[src/rtl/alu_decode_if.sv]
// Handshake and bus bundle between the fetch/regfile side, the RV32I ALU decode stage
// and the execute stage.
interface alu_decode_if;
  logic        in_valid;
  logic        in_ready;
  logic [31:0] instr;
  logic [31:0] pc;
  logic [31:0] rs1_data;
  logic [31:0] rs2_data;
  logic        flush;

  logic        out_valid;
  logic        out_ready;
  logic [3:0]  alu_op;
  logic [31:0] in1;
  logic [31:0] in2;
  logic [4:0]  rd;
  logic        rd_we;
  logic        illegal;
  logic [15:0] illegal_cnt;

  modport master (
    output in_valid, instr, pc, rs1_data, rs2_data, flush, out_ready,
    input  in_ready, out_valid, alu_op, in1, in2, rd, rd_we, illegal, illegal_cnt
  );

  modport slave (
    input  in_valid, instr, pc, rs1_data, rs2_data, flush, out_ready,
    output in_ready, out_valid, alu_op, in1, in2, rd, rd_we, illegal, illegal_cnt
  );
endinterface

[src/rtl/alu_decode.sv]
// Single-entry registered RV32I ALU decode stage: turns OP/OP-IMM/LUI/AUIPC words into
// an ALU opcode plus operands, flags anything else as illegal and counts illegal bundles.
module alu_decode (
`ifdef USE_POWER_PINS
  inout              vccd1,
  inout              vssd1,
`endif
  input  logic       clk,
  input  logic       rst,
  alu_decode_if.slave bus
);

  typedef enum logic [3:0] {
    ALU_ADD  = 4'b0000,
    ALU_SLL  = 4'b0001,
    ALU_SLT  = 4'b0010,
    ALU_SLTU = 4'b0011,
    ALU_XOR  = 4'b0100,
    ALU_SRL  = 4'b0101,
    ALU_OR   = 4'b0110,
    ALU_AND  = 4'b0111,
    ALU_SUB  = 4'b1000,
    ALU_SRA  = 4'b1101
  } alu_op_e;

  typedef enum logic [6:0] {
    OPC_OP     = 7'b0110011,
    OPC_OP_IMM = 7'b0010011,
    OPC_LUI    = 7'b0110111,
    OPC_AUIPC  = 7'b0010111
  } opcode_e;

  localparam logic [6:0] FUNCT7_BASE = 7'b0000000;
  localparam logic [6:0] FUNCT7_ALT  = 7'b0100000;
  localparam logic [2:0] F3_ADD      = 3'b000;
  localparam logic [2:0] F3_SLL      = 3'b001;
  localparam logic [2:0] F3_SR       = 3'b101;

  logic [6:0]  opcode;
  logic [2:0]  funct3;
  logic [6:0]  funct7;
  logic [4:0]  dec_rd;
  logic [31:0] imm_i;
  logic [31:0] imm_u;
  logic [31:0] shamt;

  logic [3:0]  dec_alu_op;
  logic [31:0] dec_in1;
  logic [31:0] dec_in2;
  logic        dec_illegal;
  logic        dec_rd_we;

  logic        out_valid_q,   out_valid_d;
  logic [3:0]  alu_op_q,      alu_op_d;
  logic [31:0] in1_q,         in1_d;
  logic [31:0] in2_q,         in2_d;
  logic [4:0]  rd_q,          rd_d;
  logic        rd_we_q,       rd_we_d;
  logic        illegal_q,     illegal_d;
  logic [15:0] illegal_cnt_q, illegal_cnt_d;

  logic        in_ready;
  logic        accept;
  logic        drain;

  assign opcode = bus.instr[6:0];
  assign funct3 = bus.instr[14:12];
  assign funct7 = bus.instr[31:25];
  assign dec_rd = bus.instr[11:7];
  assign imm_i  = {{20{bus.instr[31]}}, bus.instr[31:20]};
  assign imm_u  = {bus.instr[31:12], 12'b0};
  assign shamt  = {27'b0, bus.instr[24:20]};

  always_comb begin
    dec_alu_op  = ALU_ADD;
    dec_in1     = '0;
    dec_in2     = '0;
    dec_illegal = 1'b0;

    case (opcode)
      OPC_OP: begin
        dec_in1 = bus.rs1_data;
        dec_in2 = bus.rs2_data;
        if (funct7 == FUNCT7_BASE) begin
          dec_alu_op = {1'b0, funct3};
        end else if (funct7 == FUNCT7_ALT && (funct3 == F3_ADD || funct3 == F3_SR)) begin
          dec_alu_op = {1'b1, funct3};
        end else begin
          dec_illegal = 1'b1;
        end
      end

      OPC_OP_IMM: begin
        dec_in1 = bus.rs1_data;
        case (funct3)
          F3_SLL: begin
            dec_in2    = shamt;
            dec_alu_op = ALU_SLL;
            if (funct7 != FUNCT7_BASE) dec_illegal = 1'b1;
          end
          F3_SR: begin
            dec_in2    = shamt;
            dec_alu_op = {bus.instr[30], F3_SR};
            if (funct7 != FUNCT7_BASE && funct7 != FUNCT7_ALT) dec_illegal = 1'b1;
          end
          default: begin
            dec_in2    = imm_i;
            dec_alu_op = {1'b0, funct3};
          end
        endcase
      end

      OPC_LUI: begin
        dec_in2 = imm_u;
      end

      OPC_AUIPC: begin
        dec_in1 = bus.pc;
        dec_in2 = imm_u;
      end

      default: begin
        dec_illegal = 1'b1;
      end
    endcase

    // Illegal words deliver a neutral ADD 0,0 so execute never sees stale operands.
    if (dec_illegal) begin
      dec_alu_op = ALU_ADD;
      dec_in1    = '0;
      dec_in2    = '0;
    end

    dec_rd_we = !dec_illegal && (dec_rd != 5'd0);
  end

  assign in_ready = !out_valid_q || bus.out_ready;
  assign accept   = bus.in_valid && in_ready && !bus.flush;
  assign drain    = out_valid_q && bus.out_ready;

  always_comb begin
    out_valid_d   = out_valid_q;
    alu_op_d      = alu_op_q;
    in1_d         = in1_q;
    in2_d         = in2_q;
    rd_d          = rd_q;
    rd_we_d       = rd_we_q;
    illegal_d     = illegal_q;
    illegal_cnt_d = illegal_cnt_q;

    if (bus.flush) begin
      out_valid_d = 1'b0;
    end else if (accept) begin
      out_valid_d = 1'b1;
      alu_op_d    = dec_alu_op;
      in1_d       = dec_in1;
      in2_d       = dec_in2;
      rd_d        = dec_rd;
      rd_we_d     = dec_rd_we;
      illegal_d   = dec_illegal;
      if (dec_illegal && illegal_cnt_q != '1) begin
        illegal_cnt_d = illegal_cnt_q + 16'd1;
      end
    end else if (drain) begin
      out_valid_d = 1'b0;
    end
  end

  always_ff @(posedge clk) begin
    if (rst) begin
      out_valid_q   <= 1'b0;
      alu_op_q      <= '0;
      in1_q         <= '0;
      in2_q         <= '0;
      rd_q          <= '0;
      rd_we_q       <= 1'b0;
      illegal_q     <= 1'b0;
      illegal_cnt_q <= '0;
    end else begin
      out_valid_q   <= out_valid_d;
      alu_op_q      <= alu_op_d;
      in1_q         <= in1_d;
      in2_q         <= in2_d;
      rd_q          <= rd_d;
      rd_we_q       <= rd_we_d;
      illegal_q     <= illegal_d;
      illegal_cnt_q <= illegal_cnt_d;
    end
  end

  assign bus.in_ready    = in_ready;
  assign bus.out_valid   = out_valid_q;
  assign bus.alu_op      = alu_op_q;
  assign bus.in1         = in1_q;
  assign bus.in2         = in2_q;
  assign bus.rd          = rd_q;
  assign bus.rd_we       = rd_we_q;
  assign bus.illegal     = illegal_q;
  assign bus.illegal_cnt = illegal_cnt_q;

endmodule

[src/flat_wrapper.sv]
// flat-port wrapper written by rule: the top's interface ports become plain ports
module alu_decode_flat 
  (clk, rst, bus_in_valid, bus_instr, bus_pc, bus_rs1_data, bus_rs2_data, bus_flush, bus_out_ready, bus_in_ready, bus_out_valid, bus_alu_op, bus_in1, bus_in2, bus_rd, bus_rd_we, bus_illegal, bus_illegal_cnt);
  alu_decode_if bus_i ();
  input  logic clk;
  input  logic rst;
  input wire logic [$bits(bus_i.in_valid)-1:0] bus_in_valid;
  input wire logic [$bits(bus_i.instr)-1:0] bus_instr;
  input wire logic [$bits(bus_i.pc)-1:0] bus_pc;
  input wire logic [$bits(bus_i.rs1_data)-1:0] bus_rs1_data;
  input wire logic [$bits(bus_i.rs2_data)-1:0] bus_rs2_data;
  input wire logic [$bits(bus_i.flush)-1:0] bus_flush;
  input wire logic [$bits(bus_i.out_ready)-1:0] bus_out_ready;
  output wire logic [$bits(bus_i.in_ready)-1:0] bus_in_ready;
  output wire logic [$bits(bus_i.out_valid)-1:0] bus_out_valid;
  output wire logic [$bits(bus_i.alu_op)-1:0] bus_alu_op;
  output wire logic [$bits(bus_i.in1)-1:0] bus_in1;
  output wire logic [$bits(bus_i.in2)-1:0] bus_in2;
  output wire logic [$bits(bus_i.rd)-1:0] bus_rd;
  output wire logic [$bits(bus_i.rd_we)-1:0] bus_rd_we;
  output wire logic [$bits(bus_i.illegal)-1:0] bus_illegal;
  output wire logic [$bits(bus_i.illegal_cnt)-1:0] bus_illegal_cnt;
  assign bus_i.in_valid = bus_in_valid;
  assign bus_i.instr = bus_instr;
  assign bus_i.pc = bus_pc;
  assign bus_i.rs1_data = bus_rs1_data;
  assign bus_i.rs2_data = bus_rs2_data;
  assign bus_i.flush = bus_flush;
  assign bus_i.out_ready = bus_out_ready;
  assign bus_in_ready = bus_i.in_ready;
  assign bus_out_valid = bus_i.out_valid;
  assign bus_alu_op = bus_i.alu_op;
  assign bus_in1 = bus_i.in1;
  assign bus_in2 = bus_i.in2;
  assign bus_rd = bus_i.rd;
  assign bus_rd_we = bus_i.rd_we;
  assign bus_illegal = bus_i.illegal;
  assign bus_illegal_cnt = bus_i.illegal_cnt;
  alu_decode u_core (.clk(clk), .rst(rst), .bus(bus_i));
endmodule
[config.mk]
export PLATFORM = sky130hd
export DESIGN_NAME = alu_decode_flat
export DESIGN_NICKNAME = d
export VERILOG_FILES = /design/src/rtl/alu_decode_if.sv /design/src/rtl/alu_decode.sv /design/src/flat_wrapper.sv
export SDC_FILE = /design/constraint.sdc
export NUM_CORES = 1
export LEC_CHECK = 0
export BUFFER_PORTS_ARGS = -buffer_cell sky130_fd_sc_hd__clkbuf_2
export CELL_PAD_IN_SITES_DETAIL_PLACEMENT = 1
export CELL_PAD_IN_SITES_GLOBAL_PLACEMENT = 2
export CORE_MARGIN = 1
export CORE_UTILIZATION = 24
export DETAILED_ROUTE_END_ITERATION = 8
export PLACE_DENSITY = 0.9
export SYNTH_ARGS = -nofsm -noshare
export SYNTH_HDL_FRONTEND = slang
export SYNTH_SLANG_ARGS = --single-unit
[constraint.sdc]
create_clock -name clk -period 2.5 [get_ports clk]
set_clock_uncertainty 0.05 [all_clocks]
set_input_delay 0.625 -clock clk [delete_from_list [all_inputs] [get_ports clk]]
set_output_delay 0.625 -clock clk [all_outputs]
set_load 0.005 [all_outputs]
Word-level counts from Yosys, hierarchy flattened --
Index checks and enable logic that the tools add are counted.
Word-level totals: register bits after elaboration 92, bits in latches 0, bits in writable memories 0, bits in read-only memories 0, logic and storage cells 60, memories kept 0
Operators by class: $add $sub $neg 1, $mul 0, div/mod/pow operators 0, order comparisons 0, equality and inequality tests 9, shifts and indexed selects 0, muxes and demuxes 18, bitwise operators 1, reduce and logical (&&, ||, !) cells 23
Operators by type and width (count):
- $mux 32 | 3
- $pmux 32 s3 | 1
- $pmux 32 s2 | 1
- $eq 7x6->1 const B | 3
- $add 16x1->16 const B | 1
- $ne 16x16->1 const B | 1
- $pmux 4 s2 | 2
- $eq 7x5->1 const B | 2
- $mux 4 | 3
- $reduce_or 2->1 | 4
- $logic_and 1x1->1 | 7
- $logic_not 7->1 | 1
- $ne 7x6->1 const B | 1
- $reduce_bool 7->1 | 1
- $mux 1 | 6
- $reduce_bool 5->1 | 1
- $eq 3x1->1 const B | 1
- $eq 3x3->1 const B | 1
- $logic_not 1->1 | 3
- $logic_not 3->1 | 1
- $pmux 1 s3 | 1
- $reduce_and 3->1 | 1
- $logic_or 1x1->1 | 2
- $pmux 1 s2 | 1
- other kinds (3) | 3

Longest topological paths before layout --
Gate-level depths: netlist (run 1).
depth in word-level cells 8, mapped depth 9, mapped depth without buffers 7

Worst setup path after synthesis (run 1) --
OpenSTA, ideal clock, no wires.
kind input-to-reg, from input port bus_instr[5], to register u_core.illegal_cnt_q[11], in the netlist u_core.bus.illegal_cnt[11], library setup time 0.132 ns, arrival time 2.072 ns, required time 2.318 ns, slack 0.246 ns, stages on the path 8, path through nor4b_2 nand2_1 a211oi_4 o21ai_2 buf_6 buf_2 o41ai_1 a21oi_1
Between the ends: cells in the longest elaborated chain, start to end 5
RTL lines:
- start: declaration | line flat_wrapper.sv:8 | input wire logic [$bits(bus_i.instr)-1:0] bus_instr;
- $eq 7x6->1 / $eq 7x5->1 (equally long branches) | line alu_decode.sv:80 | case (opcode)
- $reduce_or 2->1 (no line)
- $pmux 1 s3 * | line alu_decode.sv:80
- $logic_and 1x1->1 * | line alu_decode.sv:161 | if (dec_illegal && illegal_cnt_q != '1) begin
- $reduce_and 3->1 (no line) *
- end signal: assignment | line alu_decode.sv:187 | illegal_cnt_q <= illegal_cnt_d;
- end: declaration | line alu_decode.sv:60 | logic [15:0] illegal_cnt_q, illegal_cnt_d;
Mark *: on every way between the ends. The rest lies on a longest branch, timed or not. A chain may end at the register's enable or synchronous reset.

Final worst setup path (run 1) --
from register u_core.illegal_cnt_q[0], in the netlist u_core.bus.illegal_cnt[0], to register u_core.illegal_cnt_q[11], in the netlist u_core.bus.illegal_cnt[11]
Between the ends: cells in the longest elaborated chain, start to end 3
RTL lines:
- branches (longest 3 deep; another with $add 16x1->16)
Several ways; the timed one is not identified.

==> results of run 1 <==
[through the flow]
step                      setup slack (ns)  cell area (µm²)   util
after floorplan                      0.246             4220      -
after CTS                            0.330             6090  0.354
after global placement              0.0429             5780  0.335
final                                0.340             6090  0.354
after global routing                 0.205             6090  0.354
after detailed placement            0.0190             5780  0.335
[path summary, 6_finish.rpt]
kind | startpoint | end | slack [ns] | cells after the start
setup / recovery | u_core.bus.illegal_cnt[0] | u_core.bus.illegal_cnt[11] | 0.34 | 7
hold / removal | u_core.bus.rd[2] | u_core.bus.rd[2] | 0.41 | 2
setup reg to reg | u_core.bus.illegal_cnt[0] | u_core.bus.illegal_cnt[11] | 0.34 | 7
hold reg to reg | u_core.bus.rd[2] | u_core.bus.rd[2] | 0.41 | 2
[cell families after synthesis]
logic type | count (synthesis) | share of synthesized area
AO/OA/AOI/OAI | 131 | 0.230
XOR/XNOR | 1 | 0.00207
adder cells (fa/ha/maj) | 1 | 0.00296
buffers and inverters | 47 | 0.0486
flip-flops | 92 | 0.436
multiplexers | 10 | 0.0267
AND/OR/NAND/NOR | 216 | 0.253
[cell type report]
class                   count  area (µm²)  share of cell area
clock buffers              12         246              0.0404
well taps                 225         282              0.0462
flip-flops and latches     92        1840               0.302
repair buffers            257        1450               0.239
multi-input cells         359        2190               0.359
inverters                   2        7.51             0.00123
clock inverters             4        72.6              0.0119
[critical path, stage by stage, from the launching register on]
cell and delay, ns:
dfxtp_1 0.36, ha_1 0.26, and4_4 0.22, and3_1 0.18, buf_4 0.16, nor3_2 0.27
or4b_1 0.46, a21oi_1 0.15
[metal layers]
metal | GRT usage | wire [µm] | vias to the layer above
met2 | 0.292 | 7710 | 116
li1 | - | - | 2279
met1 | 0.225 | 6920 | 2258
met3 | 0.0319 | 669 | 25
met5 | 0 | 0 | -
met4 | 0.0780 | 403 | 0
[report_power, final]
part           switching [mW]  internal (mW)  leakage, nW
Sequential            0.00546           1.47        0.742
Combinational           0.185          0.168         1.66
Clock                   0.590          0.904        0.153
Total                   0.781           2.54         2.56
[sequential cells by signal, indices dropped and copies added (netlist names)]
register	flops
u_core.bus.rd_we	1
u_core.bus.out_valid	1
u_core.bus.rd	5
u_core.bus.in1	32
u_core.bus.in2	32
u_core.bus.alu_op	4
u_core.bus.illegal	1
u_core.bus.illegal_cnt	16
[cell usage in the layout, fill, tap and decap left out, types with 3 or more instances in the layout]
cell       synthesis  layout
nor3_1             6       6
nor2b_1            8       7
o31ai_1            5       5
nand4_1            7       7
or4_1              6       6
or3_1              4       4
a22o_1            17      17
a31oi_1           32      32
nand3_1           39      39
a22oi_1           22      22
o21ai_0            4       4
a221o_1           20      20
buf_4              0      25
nor3b_1            4       3
nand2_1           84      84
buf_12             0       7
clkbuf_2           1     225
nor2_1            40      40
and3_1             4       4
clkbuf_16          0       9
mux2_2            10      10
dfxtp_1           92      92
a21oi_1           21      21
==> metrics.md, run 1 <==
| Metric | Value |
|---|---|
| Status | `completed` |
| Post-detailed-route via-to-cell ratio | `4.92` |
| Number of gates resized after CTS | `0` |
| Sequential element share of the synthesized area | `0.436` |
| Cts bufs inserted | `9` |
| Initial antenna violation count | `0` |
| Overflow left after global routing | `0` |
| Fraction of registers with async set/reset | `0` |
| Synth warn | `0` |
| Syn_area_per_cell | `8.48 µm²` |
| Finish-stage setup viols | `0` |
| Row count | `48` |
| Crit share post-route | `0.864` |
| Post-DR wirelength/cell | `16.5 µm` |
| Total Die Area | `18100 µm²` |
| Post-synth top area cell | `dfxtp_1` |
| Power per cell area | `546 nW/µm²` |
| Count leader, synth | `dfxtp_1` |
| Worst min-delay path class | `flop to flop` |
| Synth-to-Final Area Change | `44.3%` |
| Largest net degree at the start of global routing | `52` |
| Remaining max-slew budget at the tightest pin | `0.537` |
| Crit-path max FO | `8` |
| CP Data Required Time | `2.73 ns` |
| Num Clock Sinks | `92` |
| Count of inserted antenna diode cells | `0` |
| Number of placed instances with taps included | `935` |
| Number of buffers inserted for hold repair after clock tree synthesis | `0` |
| Via count | `4678` |
| Final min period | `2.16 ns` |
| Worst slack on hold paths | `0.405 ns` |
| Initial Util | `0.245` |
| Total Neg Setup Slack | `0 ns` |
| CTS tree | `yes` |
| Number of top-level design ports | `226` |
| Wire length of the first global-routing pass | `25200 µm` |
| Sort of element at the end of the critical path | `flop` |
| Number of nets in the final layout | `855` |
| Setup repair after global routing missed its margin | `no` |
| Static power due to leakage | `2.56 nW` |
| Number of iterations in the first detailed-routing pass | `5` |
| Gr usage total | `0.177` |
| Maximum resistive drop on vdd | `0.000298 V` |
| Highest achievable clock rate | `463 MHz` |
| HPWL Detailed | `11800 µm` |
| Fraction of layout instances using a drive strength above 1 | `0.409` |
| Number of standard cells in the final layout excluding fillers | `951` |
| Most frequent cells after synthesis | `dfxtp_1 (92), nand2_1 (84), nor2_1 (40), nand3_1 (39), a31oi_1 (32)` |
| Type of origin of the critical path | `flop` |
| Setup fix buffers added after clock tree synthesis | `0` |
| Proportion of netlist area held by the largest area contributor | `0.436` |
| Cell Area, Synth | `4220 µm²` |
| Weighted congestion at the end of routability-driven global placement | `0.800` |
| Clock transition time at the flip-flop clock pins of the worst setup and hold paths | `0.07 ns` |
| CORE AREA | `17200 µm²` |
| Clock Latency Late Sink | `0.34 ns` |
| Htree depth | `3` |
| Max Buffers Root-to-Sink | `2` |
| Antenna viol nets, final | `0` |
| Horizontal extent of the die | `135 µm` |
| Final hold violation count | `0` |
| Leading cell types by total area after synthesis | `dfxtp_1 (44%), nand2_1 (7.5%), a221o_1 (4.7%)` |
| Via count of the first global-routing pass | `4838` |
| Number of synthesized flops with an enable pin | `0` |
| Number of nets produced by synthesis | `632` |
| Number of pins exceeding their max-slew limit in the final report | `0` |
| Total of flip-flops plus latches after synthesis | `92` |
| Count of mapped cells out of synthesis | `498` |
| First-iteration detailed-routing DRC count | `198` |
| Number of violations of the max-capacitance limit | `0` |
| Worst Max-Slew Pin Slew | `0.692 ns` |
| Total Wirelength | `15700 µm` |
| Number of fill cells | `2123` |
| Critical path class | `flop to flop` |
| Die height | `135 µm` |
| Number of port buffers | `225` |
| Buffer cell driving the clock tree root | `clkbuf_16` |
| Post-route DRC | `0` |
| Overall Power | `3.33 mW` |
| Data arrival time of the critical path | `2.39 ns` |
| Main synth FF type | `dfxtp_1` |
| Count of different cell masters after synthesis | `46` |
Power figures use the tool's default switching activity.
==> run 2: changes to the inputs <==
Settings changed: ABC_CLOCK_PERIOD_IN_PS set to 2500, BUFFER_PORTS_ARGS -buffer_cell sky130_fd_sc_hd__clkbuf_2 to -buffer_cell sky130_fd_sc_hd__buf_2.
==> run 2 against run 1 <==
Combinational power about the same. Clock power down 11%. Maximum frequency down 1.4%. Worst hold slack better by 0.0035 ns. Sequential share of layout area grew 0.14 points. Global-route usage shrank 0.21 points. Power decreased by 5.2%. Via count unchanged. First-iteration DRC count grew 12%. Design area decreased by 0.47%. Critical endpoint is now u_core.bus.illegal_cnt[9].
==> metrics.md, run 2 (synthesized netlist as in run 1, its figures left out) <==
| Metric | Value |
|---|---|
| Worst min-delay path class | `flop to flop` |
| Worst reg2reg endpoint | `u_core.bus.illegal_cnt[9]` |
| Setup slack, reg-to-reg | `0.35 ns` |
| Finish-stage setup viols | `0` |
| Synth-to-Final Area Change | `43.6%` |
| Number of buffers inserted for hold repair after clock tree synthesis | `0` |
| Clock network fraction of design power | `0.420` |
| Num Clock Sinks | `92` |
| Number of top-level design ports | `226` |
| Number of fill cells | `2128` |
| Gr usage total | `0.175` |
| Total Die Area | `18100 µm²` |
| Fraction of layout instances using a drive strength above 1 | `0.411` |
| Commonest cells after routing, fill and taps aside | `buf_2 (225), dfxtp_1 (92), nand2_1 (84)` |
| Crit share post-route | `0.876` |
| Part of the power in combinational logic | `0.111` |
| Critical path endpoint | `u_core.bus.illegal_cnt[9]` |
| CTS tree | `yes` |
| Number of iterations in the first detailed-routing pass | `5` |
| Final hold violation count | `0` |
| Row count | `48` |
| Die height | `135 µm` |
| Static power due to leakage | `2.61 nW` |
| Total Neg Setup Slack | `0 ns` |
| Setup fix buffers added after clock tree synthesis | `0` |
| Switching pwr | `758 µW` |
| Number of gates resized after CTS | `0` |
| Remaining max-slew budget at the tightest pin | `0.522` |
| Status | `completed` |
| Post-route DRC | `0` |
| Number of nets in the final layout | `859` |
| CORE AREA | `17200 µm²` |
| Net switching share of the total power | `0.240` |
| Number of port buffers | `225` |
| Wire length of the first global-routing pass | `24600 µm` |
| Total Wirelength | `16000 µm` |
| Clock Latency Late Sink | `0.34 ns` |
| Power per cell area | `520 nW/µm²` |
| Via count of the first global-routing pass | `4741` |
| Sort of element at the end of the critical path | `flop` |
| Setup repair after global routing missed its margin | `no` |
| Htree depth | `3` |
| Leading cell type in the layout, fill and taps excluded | `buf_2` |
| Clock transition time at the flip-flop clock pins of the worst setup and hold paths | `0.06 ns` |
| Crit-path max FO | `5` |
| Horizontal extent of the die | `135 µm` |
| Overall Power | `3.15 mW` |
| Buffer cell driving the clock tree root | `clkbuf_16` |
| Initial Util | `0.245` |
| Final min period | `2.19 ns` |
| Cts bufs inserted | `9` |
| Worst Max-Slew Pin Slew | `0.714 ns` |
| Max Buffers Root-to-Sink | `2` |
| Critical path class | `primary input to flop` |
| Worst hold path depth | `2` |
| Overflow left after global routing | `0` |
| Worst Setup Slack, final | `0.310 ns` |
| Number of placed instances with taps included | `939` |
| CP Data Required Time | `2.73 ns` |
| Initial antenna violation count | `1` |
| Maximum resistive drop on vdd | `0.000293 V` |
| DP Worst Slack | `-0.0432 ns` |
| Number of standard cells in the final layout excluding fillers | `956` |
| Sequential group share of total power | `0.469` |
| HPWL Detailed | `12100 µm` |
| Crit path from | `bus_instr[14]` |
| Largest net degree at the start of global routing | `53` |
| Post-DR wirelength/cell | `16.7 µm` |
| Weighted congestion at the end of routability-driven global placement | `0.802` |
| Number of pins exceeding their max-slew limit in the final report | `0` |
| Type of origin of the critical path | `primary input` |
| First-iteration detailed-routing DRC count | `221` |
| Number of violations of the max-capacitance limit | `0` |
| Highest achievable clock rate | `457 MHz` |
| Internal portion of total power | `2.40 mW` |
| Number of cells on the worst reg-to-reg path | `7` |
| Data arrival time of the critical path | `2.42 ns` |
| Via count | `4678` |
| Antenna viol nets, final | `0` |
| Worst R2R Start | `u_core.bus.illegal_cnt[0]` |
| Post-detailed-route via-to-cell ratio | `4.89` |
-- run 2: changes by cell type in the layout (fill, tap and decap cells not counted), sizes merged --
cell / previous run / this run
clkinvlp: 1 / 0
buf: 32 / 261
diode: 0 / 1
bufinv: 2 / 0
clkbuf: 237 / 15
-- run 2: worst max-delay path: stages --
cell and delay [ns]:
buf_2 0.15, nor4b_2 0.28, nand2_1 0.15, a211oi_4 0.29, buf_4 0.17, nor2_1 0.09
or4b_1 0.52, a21oi_1 0.14
-- run 2: cell type report --
class / instances / area (µm²) / area share
Clock inverter: 1 / 5.00 / 0.000825
Clock buffer: 15 / 278 / 0.0458
Multi-Input combinational cell: 359 / 2190 / 0.361
Sequential cell: 92 / 1840 / 0.304
Tap cell: 225 / 282 / 0.0464
Antenna cell: 1 / 2.50 / 0.000413
Inverter: 2 / 7.51 / 0.00124
Timing Repair Buffer: 261 / 1460 / 0.241
-- run 2: layer usage --
layer  GRT usage  vias up  routed length (µm)
met5           0        -                   0
met4      0.0805        0                 382
met3      0.0300       22                 690
met2       0.296      121                7790
met1       0.216     2247                7130
li1            -     2288                   -
-- run 2: power groups by stage --
stage | combinational, mW | clock (mW) | sequential (mW)
after global placement | 0.347 | 0 | 1.51
final | 0.350 | 1.32 | 1.48
after CTS | 0.351 | 1.38 | 1.48
after global routing | 0.380 | 1.43 | 1.48
after floorplan | 0.151 | 0 | 1.51
after detailed placement | 0.349 | 0 | 1.51
-- run 2: worst min-delay path by stage --
stage	start	end	slack, ns
after detailed placement	u_core.bus.in1[26]	u_core.bus.in1[26]	0.41
after CTS	u_core.bus.in1[26]	u_core.bus.in1[26]	0.42
after global routing	u_core.bus.in1[26]	u_core.bus.in1[26]	0.43
after floorplan	u_core.bus.in2[11]	u_core.bus.in2[11]	0.40
final	u_core.bus.rd[3]	u_core.bus.rd[3]	0.41
after global placement	u_core.bus.rd[4]	u_core.bus.rd[4]	0.39
-- run 2: through the flow --
| step | utilization | hold WS [ns] | cell area, µm² |
|---|---|---|---|
| final | 0.352 | 0.409 | 6070 |
| after global routing | 0.352 | 0.425 | 6070 |
| after CTS | 0.352 | 0.416 | 6060 |
| after detailed placement | 0.335 | 0.407 | 5780 |
| after global placement | 0.335 | 0.393 | 5780 |
| after floorplan | - | 0.398 | 4220 |
